File: src/rtl/serial_subtractor_pkg.sv
// Shared definitions for the bit-serial subtractor: FSM state encoding.
package serial_subtractor_pkg;

    localparam logic [1:0] ST_IDLE  = 2'd0;
    localparam logic [1:0] ST_SHIFT = 2'd1;
    localparam logic [1:0] ST_DONE  = 2'd2;

    typedef enum logic [1:0] {
        StIdle  = ST_IDLE,
        StShift = ST_SHIFT,
        StDone  = ST_DONE
    } state_t;

endpackage

File: src/rtl/serial_subtractor_if.sv
// Request/result bundle of the serial subtractor: start handshake, operands, status and result.
interface serial_subtractor_if #(
    parameter int unsigned WIDTH = 8
);

    logic             start;
    logic [WIDTH-1:0] A;
    logic [WIDTH-1:0] B;
    logic             Bin;
    logic             busy;
    logic             done;
    logic [WIDTH-1:0] D;
    logic             Bout;

    // Requester side
    modport master (
        output start, A, B, Bin,
        input  busy, done, D, Bout
    );

    // Subtractor side
    modport slave (
        input  start, A, B, Bin,
        output busy, done, D, Bout
    );

endinterface

File: src/rtl/serial_subtractor_full_subtractor.sv
// Single-bit full subtractor cell: D = A - B - Bin, with borrow-out.
module serial_subtractor_full_subtractor (
    input  logic A,
    input  logic B,
    input  logic Bin,
    output logic D,
    output logic Bout
);

    // Difference bit and borrow: borrow when B exceeds A, or when they match and a borrow comes in
    always_comb begin
        D    = A ^ B ^ Bin;
        Bout = (~A & B) | (~(A ^ B) & Bin);
    end

endmodule

File: src/rtl/serial_subtractor.sv
// Bit-serial N-bit subtractor, LSB first, one full-subtractor cell with a registered borrow.
// start is accepted only in IDLE; done pulses for one cycle with D/Bout valid.
module serial_subtractor
    import serial_subtractor_pkg::*;
#(
    parameter int unsigned WIDTH = 8
) (
    input  logic                clk,
    input  logic                rst,
    serial_subtractor_if.slave  bus
);

    localparam int unsigned CNT_W = $clog2(WIDTH);
    localparam logic [CNT_W-1:0] CNT_LAST = CNT_W'(WIDTH - 1);

    state_t             state_q;
    logic [WIDTH-1:0]   a_sh_q;
    logic [WIDTH-1:0]   b_sh_q;
    logic [WIDTH-1:0]   r_sh_q;
    logic               br_q;
    logic [CNT_W-1:0]   cnt_q;
    logic               busy_q;
    logic               done_q;
    logic [WIDTH-1:0]   d_q;
    logic               bout_q;

    logic               cell_d;
    logic               cell_bout;
    logic [WIDTH-1:0]   r_next;

    serial_subtractor_full_subtractor u_cell (
        .A    (a_sh_q[0]),
        .B    (b_sh_q[0]),
        .Bin  (br_q),
        .D    (cell_d),
        .Bout (cell_bout)
    );

    // Result register after inserting the current difference bit at the MSB end
    always_comb begin
        r_next = {cell_d, r_sh_q[WIDTH-1:1]};
    end

    // Control FSM with datapath registers and registered busy/done/result outputs
    always_ff @(posedge clk or posedge rst) begin
        if (rst) begin
            state_q <= StIdle;
            a_sh_q  <= '0;
            b_sh_q  <= '0;
            r_sh_q  <= '0;
            br_q    <= 1'b0;
            cnt_q   <= '0;
            busy_q  <= 1'b0;
            done_q  <= 1'b0;
            d_q     <= '0;
            bout_q  <= 1'b0;
        end else begin
            unique case (state_q)
                StIdle: begin
                    done_q <= 1'b0;
                    if (bus.start) begin
                        a_sh_q  <= bus.A;
                        b_sh_q  <= bus.B;
                        br_q    <= bus.Bin;
                        cnt_q   <= '0;
                        busy_q  <= 1'b1;
                        state_q <= StShift;
                    end
                end
                StShift: begin
                    br_q   <= cell_bout;
                    r_sh_q <= r_next;
                    a_sh_q <= {1'b0, a_sh_q[WIDTH-1:1]};
                    b_sh_q <= {1'b0, b_sh_q[WIDTH-1:1]};
                    cnt_q  <= cnt_q + 1'b1;
                    if (cnt_q == CNT_LAST) begin
                        // Publish straight from the cell so D/Bout are valid with done
                        d_q     <= r_next;
                        bout_q  <= cell_bout;
                        busy_q  <= 1'b0;
                        done_q  <= 1'b1;
                        state_q <= StDone;
                    end
                end
                StDone: begin
                    done_q  <= 1'b0;
                    state_q <= StIdle;
                end
                default: begin
                    busy_q  <= 1'b0;
                    done_q  <= 1'b0;
                    state_q <= StIdle;
                end
            endcase
        end
    end

    always_comb begin
        bus.busy = busy_q;
        bus.done = done_q;
        bus.D    = d_q;
        bus.Bout = bout_q;
    end

endmodule

File: src/flat_wrapper.sv
// flat-port wrapper written by rule: the top's interface ports become plain ports
module serial_subtractor_flat import serial_subtractor_pkg::*;
#(
    parameter int unsigned WIDTH = 8
)
  (clk, rst, bus_start, bus_A, bus_B, bus_Bin, bus_busy, bus_done, bus_D, bus_Bout);
  serial_subtractor_if #(.WIDTH(WIDTH)) bus_i ();
  input  logic clk;
  input  logic rst;
  input wire logic [$bits(bus_i.start)-1:0] bus_start;
  input wire logic [$bits(bus_i.A)-1:0] bus_A;
  input wire logic [$bits(bus_i.B)-1:0] bus_B;
  input wire logic [$bits(bus_i.Bin)-1:0] bus_Bin;
  output wire logic [$bits(bus_i.busy)-1:0] bus_busy;
  output wire logic [$bits(bus_i.done)-1:0] bus_done;
  output wire logic [$bits(bus_i.D)-1:0] bus_D;
  output wire logic [$bits(bus_i.Bout)-1:0] bus_Bout;
  assign bus_i.start = bus_start;
  assign bus_i.A = bus_A;
  assign bus_i.B = bus_B;
  assign bus_i.Bin = bus_Bin;
  assign bus_busy = bus_i.busy;
  assign bus_done = bus_i.done;
  assign bus_D = bus_i.D;
  assign bus_Bout = bus_i.Bout;
  serial_subtractor #(.WIDTH(WIDTH)) u_core (.clk(clk), .rst(rst), .bus(bus_i));
endmodule
File: config.mk
export PLATFORM = sky130hd
export DESIGN_NAME = serial_subtractor_flat
export DESIGN_NICKNAME = d
export VERILOG_FILES = /design/src/rtl/serial_subtractor_pkg.sv /design/src/rtl/serial_subtractor_if.sv /design/src/rtl/serial_subtractor_full_subtractor.sv /design/src/rtl/serial_subtractor.sv /design/src/flat_wrapper.sv
export SDC_FILE = /design/constraint.sdc
export NUM_CORES = 1
export LEC_CHECK = 0
export CAP_MARGIN = 10
export CORE_UTILIZATION = 30
export CTS_CLUSTER_SIZE = 24
export DETAILED_ROUTE_END_ITERATION = 12
export DONT_BUFFER_PORTS = 1
export MAX_ROUTING_LAYER = met4
export PLACE_DENSITY = 0.55
export RECOVER_POWER = 100
export REMOVE_ABC_BUFFERS = 1
export SLEW_MARGIN = 40
export SYNTH_ARGS = -nofsm -noshare
export SYNTH_HDL_FRONTEND = slang
export SYNTH_SLANG_ARGS = --single-unit
File: constraint.sdc
create_clock -name clk -period 2.57 [get_ports clk]
set_input_delay 0.3855 -clock clk [delete_from_list [all_inputs] [get_ports clk]]
set_output_delay 0.3855 -clock clk [all_outputs]
set_load 0.01 [all_outputs]
==> impl_results.md, run 1 <==
* Later-pin clock latency in the skew report at 290 ps
* Core ar. at 6060 µm²
* Worst flop-to-flop path endpoint: u_core.r_sh_q[3]$_DFFE_PP0N_
* Initial antenna violation count at 0
* Gr usage total at 12.1%
* TritonCTS buffer count at 5
* WP data required at 2750 ps
* Rel. slew slack at 33.7%
* Hold crit path type: in -> reg
* Post-synthesis sequential area ratio at 52.2%
* Syn. warnings at 0
* Tightest Pin Transition at 992 ps
* Nets at 174
* Critical register-to-register path startpoint: u_core.state_q[1]$_DFFE_PP0P_
* Pwr/cell area at 1220 nW/µm²
* Worst vdd ir at 0.455 mV
* Post-Place Cells at 218
* Crit. End Element: register
* Max Root-Sink Buffers at 2
* Worst-path fanout max at 29
* Vias per inst at 5.06
* CP arrival at 2220 ps
* Max-cap violations at 0
* Starting Density at 31.6%
* Syn avg cell area at 12.6 µm²
* Remaining DRCs at 0
* Die span in y at 82.0 µm
* Fmax at 489 MHz
* Synth Register Bits at 40
* Max-slew violation count at 0
* Largest stage delay on the critical path at 790 ps
* Gr ovfl total at 0
* Worst path cell trace: buf_4, nor2b_1, mux2_2
* Worst setup path endpoint: u_core.r_sh_q[3]$_DFFE_PP0N_
* First-pass GRT wire length at 5760 µm
* Status: finished, final reports clean
* Number of global-route vias before repair at 1189
* Row Count at 28
* Setup violators final at 0
* Yosys cell types at 32
* Final Skew at 7.03 ps
* WL final at 3520 µm
* Mapped cell area at 1920 µm²
* Routability cong. at 0.710
* Unrepaired setup endpoints after global routing: no
* Port bufs at 0
* Reg2reg setup slack at 530 ps
* Slowest CP cell: nor2b_1
* Sum of negative setup slack at 0 ps
* Die Wd at 82.0 µm
* # IOs at 31
* Largest net degree at the start of global routing at 33
* Via count at 1148
* Leakage power at 0.866 nW
* Dpl hpwl at 2340 µm
* Initial DRC Count at 52
* Routed len/inst at 15.5 µm
* Layout Cells excl Fill at 227
* Resized cells post-CTS at 0
* DRT Pass-1 Iters at 4
* TritonCTS clock tree: built
* FF-to-FF path depth at 3
* WS Path Type: reg -> reg
* Critical path origin: u_core.state_q[1]$_DFFE_PP0P_
* H-Tree Depth at 2
* Fill count at 605
* Die area at 6720 µm²
* Period minus WS final at 2040 ps
* Post-DRT Antenna Nets at 0
* Final Hold Viols at 0
* Layout Utilization at 33.3%
* Nature of the critical path startpoint: register
* Share of cells above drive strength 1 at 13.8%
* CTS clk-pin slew, worst paths at 80 ps
* Synthesis-to-layout area growth at 5.22%
* Number of diodes at 0
* Cells after Synth at 152
* Clock root buffer: clkbuf_8
* Postcts setup bufs at 0
* Hold Buf Count CTS at 1
* CTS Sinks at 40
* Period utilisation layout at 79.5%
layer usage:
| metal | share of wire [%] | routed length, µm | track usage, % |
|---|---|---|---|
| met1 | 47 | 1670 | 15.4 |
| met2 | 47 | 1670 | 17.4 |
| met3 | 4.1 | 144 | 4.22 |
| met4 | 1.1 | 40 | 4.91 |
| met5 | 0 | 0 | - |
cell usage after synthesis:
| library cell | n | area, µm² |
|---|---|---|
| a22o_1 | 2 | 17.5 |
| o2bb2ai_1 | 1 | 8.76 |
| o311ai_0 | 1 | 8.76 |
| mux2_4 | 8 | 120 |
| a221oi_1 | 2 | 17.5 |
| mux2_2 | 8 | 90.1 |
| a21o_1 | 1 | 7.51 |
| nor2b_4 | 1 | 13.8 |
| a222oi_1 | 2 | 20.0 |
| nor2_1 | 1 | 3.75 |
| ha_1 | 2 | 25.0 |
| nand4bb_1 | 1 | 11.3 |
| buf_2 | 6 | 30.0 |
| clkbuf_1 | 2 | 7.51 |
| mux2i_1 | 1 | 10.0 |
| nor2b_1 | 4 | 25.0 |
| nand2_1 | 1 | 3.75 |
| nor3b_1 | 13 | 97.6 |
| inv_1 | 19 | 71.3 |
| nor4bb_1 | 1 | 10.0 |
| a21oi_1 | 1 | 5.00 |
| nand3b_1 | 1 | 7.51 |
| a211oi_1 | 11 | 82.6 |
| nor4b_2 | 1 | 15.0 |
| nand2b_1 | 2 | 12.5 |
| o21bai_4 | 1 | 18.8 |
| dfrtp_1 | 40 | 1000 |
| buf_6 | 5 | 56.3 |
| o21ai_0 | 1 | 5.00 |
| o21a_1 | 1 | 7.51 |
| nor4b_1 | 10 | 87.6 |
| fa_1 | 1 | 20.0 |
cells by family after synthesis:
group	count (synthesis)	synth area share [%]
DFF	40	52.2
adders and majority gates	3	2.35
muxes	17	11.5
and+or+nand+nor	36	15.0
AOI/OAI and AO/OA	24	10.4
buffers and inverters	32	8.61
registers in the layout (all words and copies together), names as in the netlist:
name,cells
u_core.a_sh_q,8
u_core.b_sh_q,8
u_core.br_q,1
u_core.bus.Bout,1
u_core.bus.D,8
u_core.bus.busy,1
u_core.bus.done,1
u_core.cnt_q,3
u_core.r_sh_q,7
u_core.state_q,2
through the flow:
stage / power [mW] / hold slack [ps] / area [µm²] / setup WS [ps]
floorplan: 1.84 / 451 / 1820 / 748
CTS: 2.59 / 268 / 2070 / 778
global route: 2.66 / 270 / 2020 / 398
detailed placement: 2.07 / 245 / 1950 / 795
global placement: 2.02 / 230 / 1950 / 839
finish: 2.46 / 273 / 2020 / 526
worst min path at each step:
stage	start	endpoint	slack (ps)	cells after the start
after global placement	rst	u_core.bus.D[4]$_DFFE_PP0P_	230	1
final	bus_start	u_core.state_q[0]$_DFFE_PP0P_	270	2
after floorplan	u_core.a_sh_q[7]$_DFFE_PP0P_	u_core.a_sh_q[7]$_DFFE_PP0P_	450	1
after detailed placement	rst	u_core.bus.D[6]$_DFFE_PP0P_	240	1
after global routing	bus_start	u_core.state_q[0]$_DFFE_PP0P_	270	2
after CTS	bus_start	u_core.state_q[0]$_DFFE_PP0P_	270	2
layout make-up:
class	instances	area, µm²	area share [%]
Timing Repair Buffer	5	33.8	1.67
Multi-Input combinational cell	80	707	35.0
Inverter	19	71.3	3.53
Clock buffer	5	68.8	3.41
Clock inverter	3	42.5	2.11
Tap cell	75	93.8	4.65
Sequential cell	40	1000	49.6
layout by cell type (no fill, tap or decap), types with 5 or more instances in the layout:
cell	count
nor2b_1	5
clkbuf_8	5
inv_1	19
mux2_2	8
mux2_1	8
nor3b_1	13
nor4b_1	10
dfrtp_1	40
a211oi_1	11
power by group:
group | internal, mW | switching [mW]
Combinational | 0.405 | 0.387
Sequential | 0.936 | 0.226
Clock | 0.287 | 0.220
Total | 1.63 | 0.833
worst max-delay path, delay by kind of cell (launching register included):
family        cells  cell delay [ps]
flops             1              450
simple gates      1              790
mux               1              420
buf+inv           1              260
Note: power is estimated with default switching activity, not from simulation.
==> inputs of run 2 (changes only) <==
- PLACE_DENSITY: 0.55 -> 0.56
- clock period: 2.57 -> 1.7 ns (I/O delays scaled with it)
==> impl_results.md, run 2 (synthesis gave the netlist of run 1 again) <==
* Sum of negative setup slack at 0 ps (unchanged)
* First-pass GRT wire length at 5520 µm (was 5760 µm)
* Gr ovfl total at 0 (unchanged)
* Critical path origin: u_core.cnt_q[0]$_DFFE_PP0P_ (was u_core.state_q[1]$_DFFE_PP0P_)
* Final Hold Viols at 0 (unchanged)
* Starting Density at 31.6% (unchanged)
* Vias per inst at 4.93 (was 5.06)
* Core ar. at 6060 µm² (unchanged)
* Unrepaired setup endpoints after global routing: no (unchanged)
* Nature of the critical path startpoint: register (unchanged)
* Die Wd at 82.0 µm (unchanged)
* Worst vdd ir at 0.741 mV (was 0.455 mV)
* Setup violators final at 0 (unchanged)
* CTS Sinks at 40 (unchanged)
* Dpl hpwl at 2270 µm (was 2340 µm)
* Tightest Pin Transition at 979 ps (was 992 ps)
* Commonest non-fill, non-tap cell in the layout: dfrtp_1 (unchanged)
* Initial antenna violation count at 0 (unchanged)
* WP data required at 1870 ps (was 2750 ps)
* Final Skew at 5.02 ps (was 7.03 ps)
* Later-pin clock latency in the skew report at 280 ps (was 290 ps)
* Number of diodes at 0 (unchanged)
* TritonCTS buffer count at 5 (unchanged)
* Post-DRT Antenna Nets at 0 (unchanged)
* Period minus WS final at 1540 ps (was 2040 ps)
* Gr busiest metal: met2 (unchanged)
* Fill count at 597 (was 605)
* Leakage power at 0.885 nW (was 0.866 nW)
* Share of cells above drive strength 1 at 14.4% (was 13.8%)
* Largest net degree at the start of global routing at 41 (was 33)
* Met1 usage at 14.5% (was 15.4%)
* Crit. End Element: register (unchanged)
* Routability cong. at 0.677 (was 0.710)
* Rel. slew slack at 34.7% (was 33.7%)
* DRT Pass-1 Iters at 4 (unchanged)
* Port bufs at 0 (unchanged)
* Post-Place Cells at 219 (was 218)
* WL final at 3360 µm (was 3520 µm)
* Pwr/cell area at 1820 nW/µm² (was 1220 nW/µm²)
* Clock root buffer: clkbuf_8 (unchanged)
* Nets at 175 (was 174)
* Gr usage total at 11.4% (was 12.1%)
* Number of global-route vias before repair at 1129 (was 1189)
* Initial DRC Count at 68 (was 52)
* # IOs at 31 (unchanged)
* Die area at 6720 µm² (unchanged)
* Max Root-Sink Buffers at 2 (unchanged)
* Met2 Track Usage GR at 16.5% (was 17.4%)
* Via count at 1125 (was 1148)
* Period utilisation layout at 90.4% (was 79.5%)
* Routed len/inst at 14.7 µm (was 15.5 µm)
* Worst-path fanout max at 10 (was 29)
* H-Tree Depth at 2 (unchanged)
* Total power at 3.74 mW (was 2.46 mW)
* Synthesis-to-layout area growth at 6.72% (was 5.22%)
* TritonCTS clock tree: built (unchanged)
* Max-slew violation count at 0 (unchanged)
* Max-cap violations at 0 (unchanged)
* Critical register-to-register path startpoint: u_core.cnt_q[0]$_DFFE_PP0P_ (was u_core.state_q[1]$_DFFE_PP0P_)
* Row Count at 28 (unchanged)
* Fmax at 651 MHz (was 489 MHz)
* WS Path Type: reg -> reg (unchanged)
* GR Util met3 at 4.44% (was 4.22%)
* Most frequent cells in the layout: dfrtp_1, inv_1, nor3b_1 (unchanged)
* CP arrival at 1700 ps (was 2220 ps)
* Remaining DRCs at 0 (unchanged)
* CTS clk-pin slew, worst paths at 80 ps (about the same)
* Layout Cells excl Fill at 228 (was 227)
* Status: finished, final reports clean (unchanged)
* Die span in y at 82.0 µm (unchanged)
* Hold Crit Start: bus_start (unchanged)
* Hold crit path type: in -> reg (unchanged)
[run 2: cell count changes in the layout (fill, tap and decap cells not counted), sizes merged]
cell / previous run / this run
clkinvlp: 1 / 0
clkbuf: 7 / 9
[run 2: cell type report]
| class | count | area, µm² | area share, % |
|---|---|---|---|
| clock inverter | 2 | 35.0 | 1.71 |
| sequential | 40 | 1000 | 48.9 |
| timing repair buffer | 6 | 51.3 | 2.51 |
| tap | 75 | 93.8 | 4.58 |
| inverter | 19 | 71.3 | 3.48 |
| clock buffer | 6 | 72.6 | 3.55 |
| multi-input combinational | 80 | 722 | 35.3 |
[run 2: where the power goes]
group          switching, mW  total (mW)  leakage, nW  internal [mW]
registers              0.342        1.76        0.467           1.41
logic                  0.595        1.23        0.362          0.639
clock network          0.309       0.744       0.0552          0.435
[run 2: path summary, 6_finish.rpt]
| path | end | slack (ps) | cells after the start |
|---|---|---|---|
| min reg2reg | u_core.a_sh_q[7]$_DFFE_PP0P_ | 490 | 1 |
| min in group asynchronous | u_core.bus.D[2]$_DFFE_PP0P_ | 710 | 3 |
| min | u_core.state_q[0]$_DFFE_PP0P_ | 140 | 2 |
| max reg2reg | u_core.bus.D[4]$_DFFE_PP0P_ | 160 | 5 |
| max in group asynchronous | u_core.b_sh_q[6]$_DFFE_PP0P_ | 380 | 3 |
| max | u_core.bus.D[4]$_DFFE_PP0P_ | 160 | 5 |
[run 2: timing repair]
| item | CTS | global route |
|---|---|---|
| resized for setup | 0 | 0 |
| setup buffers | 0 | 0 |
| hold endpoints to repair | 37 | 0 |
| hold buffers | 1 | 0 |
[run 2: metal layers]
metal  part of all wire, %  up-vias
met5                     0        -
met4                  0.45        0
met3                   4.8        4
met2                    44       29
met1                    51      555
li1                      -      537
[run 2: worst max-delay path: stages, from the launching register on]
cell	delay, ps
dfrtp_1	390
ha_1	210
ha_1	220
nand3b_1	140
buf_12	140
mux2_1	320
[run 2: through the flow]
| step | hold WS [ps] | setup slack, ps | area (µm²) | utilization (%) |
|---|---|---|---|---|
| after floorplan | 413 | -122 | 1820 | - |
| after CTS | 128 | 182 | 2090 | 34.4 |
| after global placement | 290 | 226 | 1970 | 32.5 |
| after global routing | 129 | 82.1 | 2050 | 33.8 |
| final | 140 | 164 | 2050 | 33.8 |
| after detailed placement | 301 | 188 | 1970 | 32.5 |
==> inputs of run 3 (changes only) <==
- CTS_CLUSTER_SIZE: 24 -> unset
==> results of run 3 <==
No change in the layout: final DEF, timing and power equal those of run 2.
==> edit (settings of run 3) <==
Reset style: synchronous (`rst`), changed in one clocked block.
--- a/src/rtl/serial_subtractor.sv
+++ b/src/rtl/serial_subtractor.sv
@@ -42,7 +42,7 @@
     end
 
     // Control FSM with datapath registers and registered busy/done/result outputs
-    always_ff @(posedge clk or posedge rst) begin
+    always_ff @(posedge clk) begin
         if (rst) begin
             state_q <= StIdle;
             a_sh_q  <= '0;
Behaviour: differs if rst is asserted again (counterexample within 4 cycles, from zero or initial values and one cycle with rst high); with rst held inactive, the same outputs for 10 cycles.
==> edit against run 3 <==
- wire length shrank 9.7%
- setup slack gained 0.043 ns
- non-clock buffer count shrank 3
- hold slack lost 0.10 ns
- sequential cell count is the same
- utilization shrank 0.71 points
- clock skew shrank 0.0018 ns
- area after synthesis shrank 11%
- first-iteration DRC count shrank 19%
- final area shrank 11%
- global-route usage shrank 0.12 points
Power is not compared: it rests on default switching activity, and its combinational part moved more than twofold at a synthesized area within 25%.
==> edit: results (changes against run 3) <==
- Run status: complete, no violations
- CTS Buf Count: 5 (unchanged)
- Number of warnings issued by yosys: 0 (unchanged)
- Static leakage power: 0.655 nW
- First-pass GRT wire length: 5180 um (-6.3%)
- Vias per cell: 4.63 (-6.2%)
- Clock slew at the register clock pins of the worst setup and hold paths: 0.07 ns
- Register-to-register path setup slack: 0.21 ns (+0.04 ns)
- Final Wtd Congestion: 0.687 (+1.6%)
- Crit-path max cell delay: 0.41 ns (+0.02 ns)
- Filler cell count in the final layout: 585 (-2.0%)
- Ant diodes: 0 (unchanged)
- Clock root buffer: clkbuf_8
- Final-report setup violation count: 0 (unchanged)
- Category of cells accounting for the largest share of critical-path delay: simple AND/OR/NAND/NOR gates
- Average routed wire per standard cell: 12.3 um (-17%)
- Post-CTS Setup Repair Bufs: 0 (unchanged)
- Pin count of the biggest net entering global routing: 41 (unchanged)
- H-Tree Level Count: 2 (unchanged)
- Total track usage: 0.113 (-0.00124)
- Most common library cells after synthesis: 40 x dfxtp_1, 30 x nand2_1, 23 x nor2_1, 17 x mux2i_1
- PostCTS Resize Cnt: 0 (unchanged)
- Number of global-route vias before repair: 1144 (+1.3%)
- Predominant post-synthesis flop cell: dfxtp_1
- Largest cells by area after synthesis: dfxtp_1 47%, a211oi_2 12%, mux2i_1 9.9%, nand2_1 6.6%, nor2_1 5.0%
- Sequential fraction of the synthesis area: 0.467 (-0.0544)
- Count of buffers from port buffering: 0 (unchanged)
- Worst setup path startpoint: u_core.cnt_q[0]
- Share of synthesized flip-flops with an asynchronous set or reset: 0 (-1.00)
- Post-route clock skew: 0.00321 ns (-0.00181 ns)
- Initial DRT Pass Iterations: 2 (-2)
- Count of nets after finishing: 197 (+13%)
- HP Start: rst
- Maximum buffer depth of the clock tree: 2 (unchanged)
- Worst-path cell with the longest stage delay: and3b_1
- Data arrival time at the worst-slack endpoint: 1.70 ns (about the same)
- Kind of path behind the tightest hold check: input pin to register
- First DRT Iteration DRCs: 55 (-19%)
- HPWL reported at the end of detailed placement: 2040 um (-10%)
- Layout cell share with drive strength beyond 1: 0.131 (-0.0124)
- Insertion delay to the later sink of the worst-skew pair: 0.28 ns (about the same)
- Relative slew slack: 0.674 (+0.327)
- Worst ir drop on vdd: 0.000340 V
- Number of distinct library cells after synthesis: 24 (-25%)
- Antenna violations before repair: 0 (unchanged)
- Highest fanout seen on the critical path: 10 (unchanged)
-- edit: power breakdown --
| group | internal (mW) | total [mW] | switching (mW) |
|---|---|---|---|
| combinational | 0.0742 | 0.162 | 0.0877 |
| sequential | 0.981 | 1.01 | 0.0250 |
| clock | 0.435 | 0.746 | 0.310 |
| total | 1.49 | 1.91 | 0.423 |
-- edit: kinds of logic (layout without fill, tap and decap cells) --
kind of cell / count (synthesis) / count (layout) / share of synthesized area
compound gates: 39 / 39 / 0.200
fa+ha+maj: 3 / 3 / 0.0263
buf+inv: 17 / 15 / 0.0555
flops: 40 / 40 / 0.467
mux: 17 / 17 / 0.0993
simple gates: 61 / 61 / 0.151
-- edit: area by class of cell --
| type | count | area, um2 | area share |
|---|---|---|---|
| repair buffers | 3 | 15.0 | 0.00825 |
| inverters | 4 | 15.0 | 0.00825 |
| clock inverters | 2 | 35.0 | 0.0192 |
| multi-input cells | 120 | 792 | 0.435 |
| well taps | 72 | 90.1 | 0.0495 |
| clock buffers | 6 | 72.6 | 0.0399 |
| flip-flops and latches | 40 | 801 | 0.440 |
-- edit: per-stage QoR --
step                      setup slack [ns]  cell area (um2)  hold WS, ns  cells  power, mW
after global placement               0.245             1750        0.324    239       1.20
after global routing                0.0885             1820      0.00756    247       2.01
final                                0.207             1820       0.0353    247       1.91
after CTS                            0.189             1850       0.0141    247       1.96
after detailed placement             0.217             1750        0.326    239       1.20
after floorplan                    -0.0743             1630        0.320    164       1.17
-- edit: worst paths after layout --
| path | endpoint | depth (start not counted) |
|---|---|---|
| setup reg to reg | u_core.bus.Bout | 5 |
| setup / recovery | u_core.bus.Bout | 5 |
| hold reg to reg | u_core.r_sh_q[1] | 2 |
| hold / removal | u_core.r_sh_q[1] | 1 |
-- edit: per-layer routing --
| layer | global-route usage | part of all wire | wire [um] | up-vias |
|---|---|---|---|---|
| li1 | - | - | - | 599 |
| met1 | 0.129 | 0.48 | 1440 | 515 |
| met2 | 0.165 | 0.43 | 1300 | 24 |
| met3 | 0.0494 | 0.074 | 223 | 5 |
| met4 | 0.0623 | 0.021 | 65 | 0 |
| met5 | - | 0 | 0 | - |
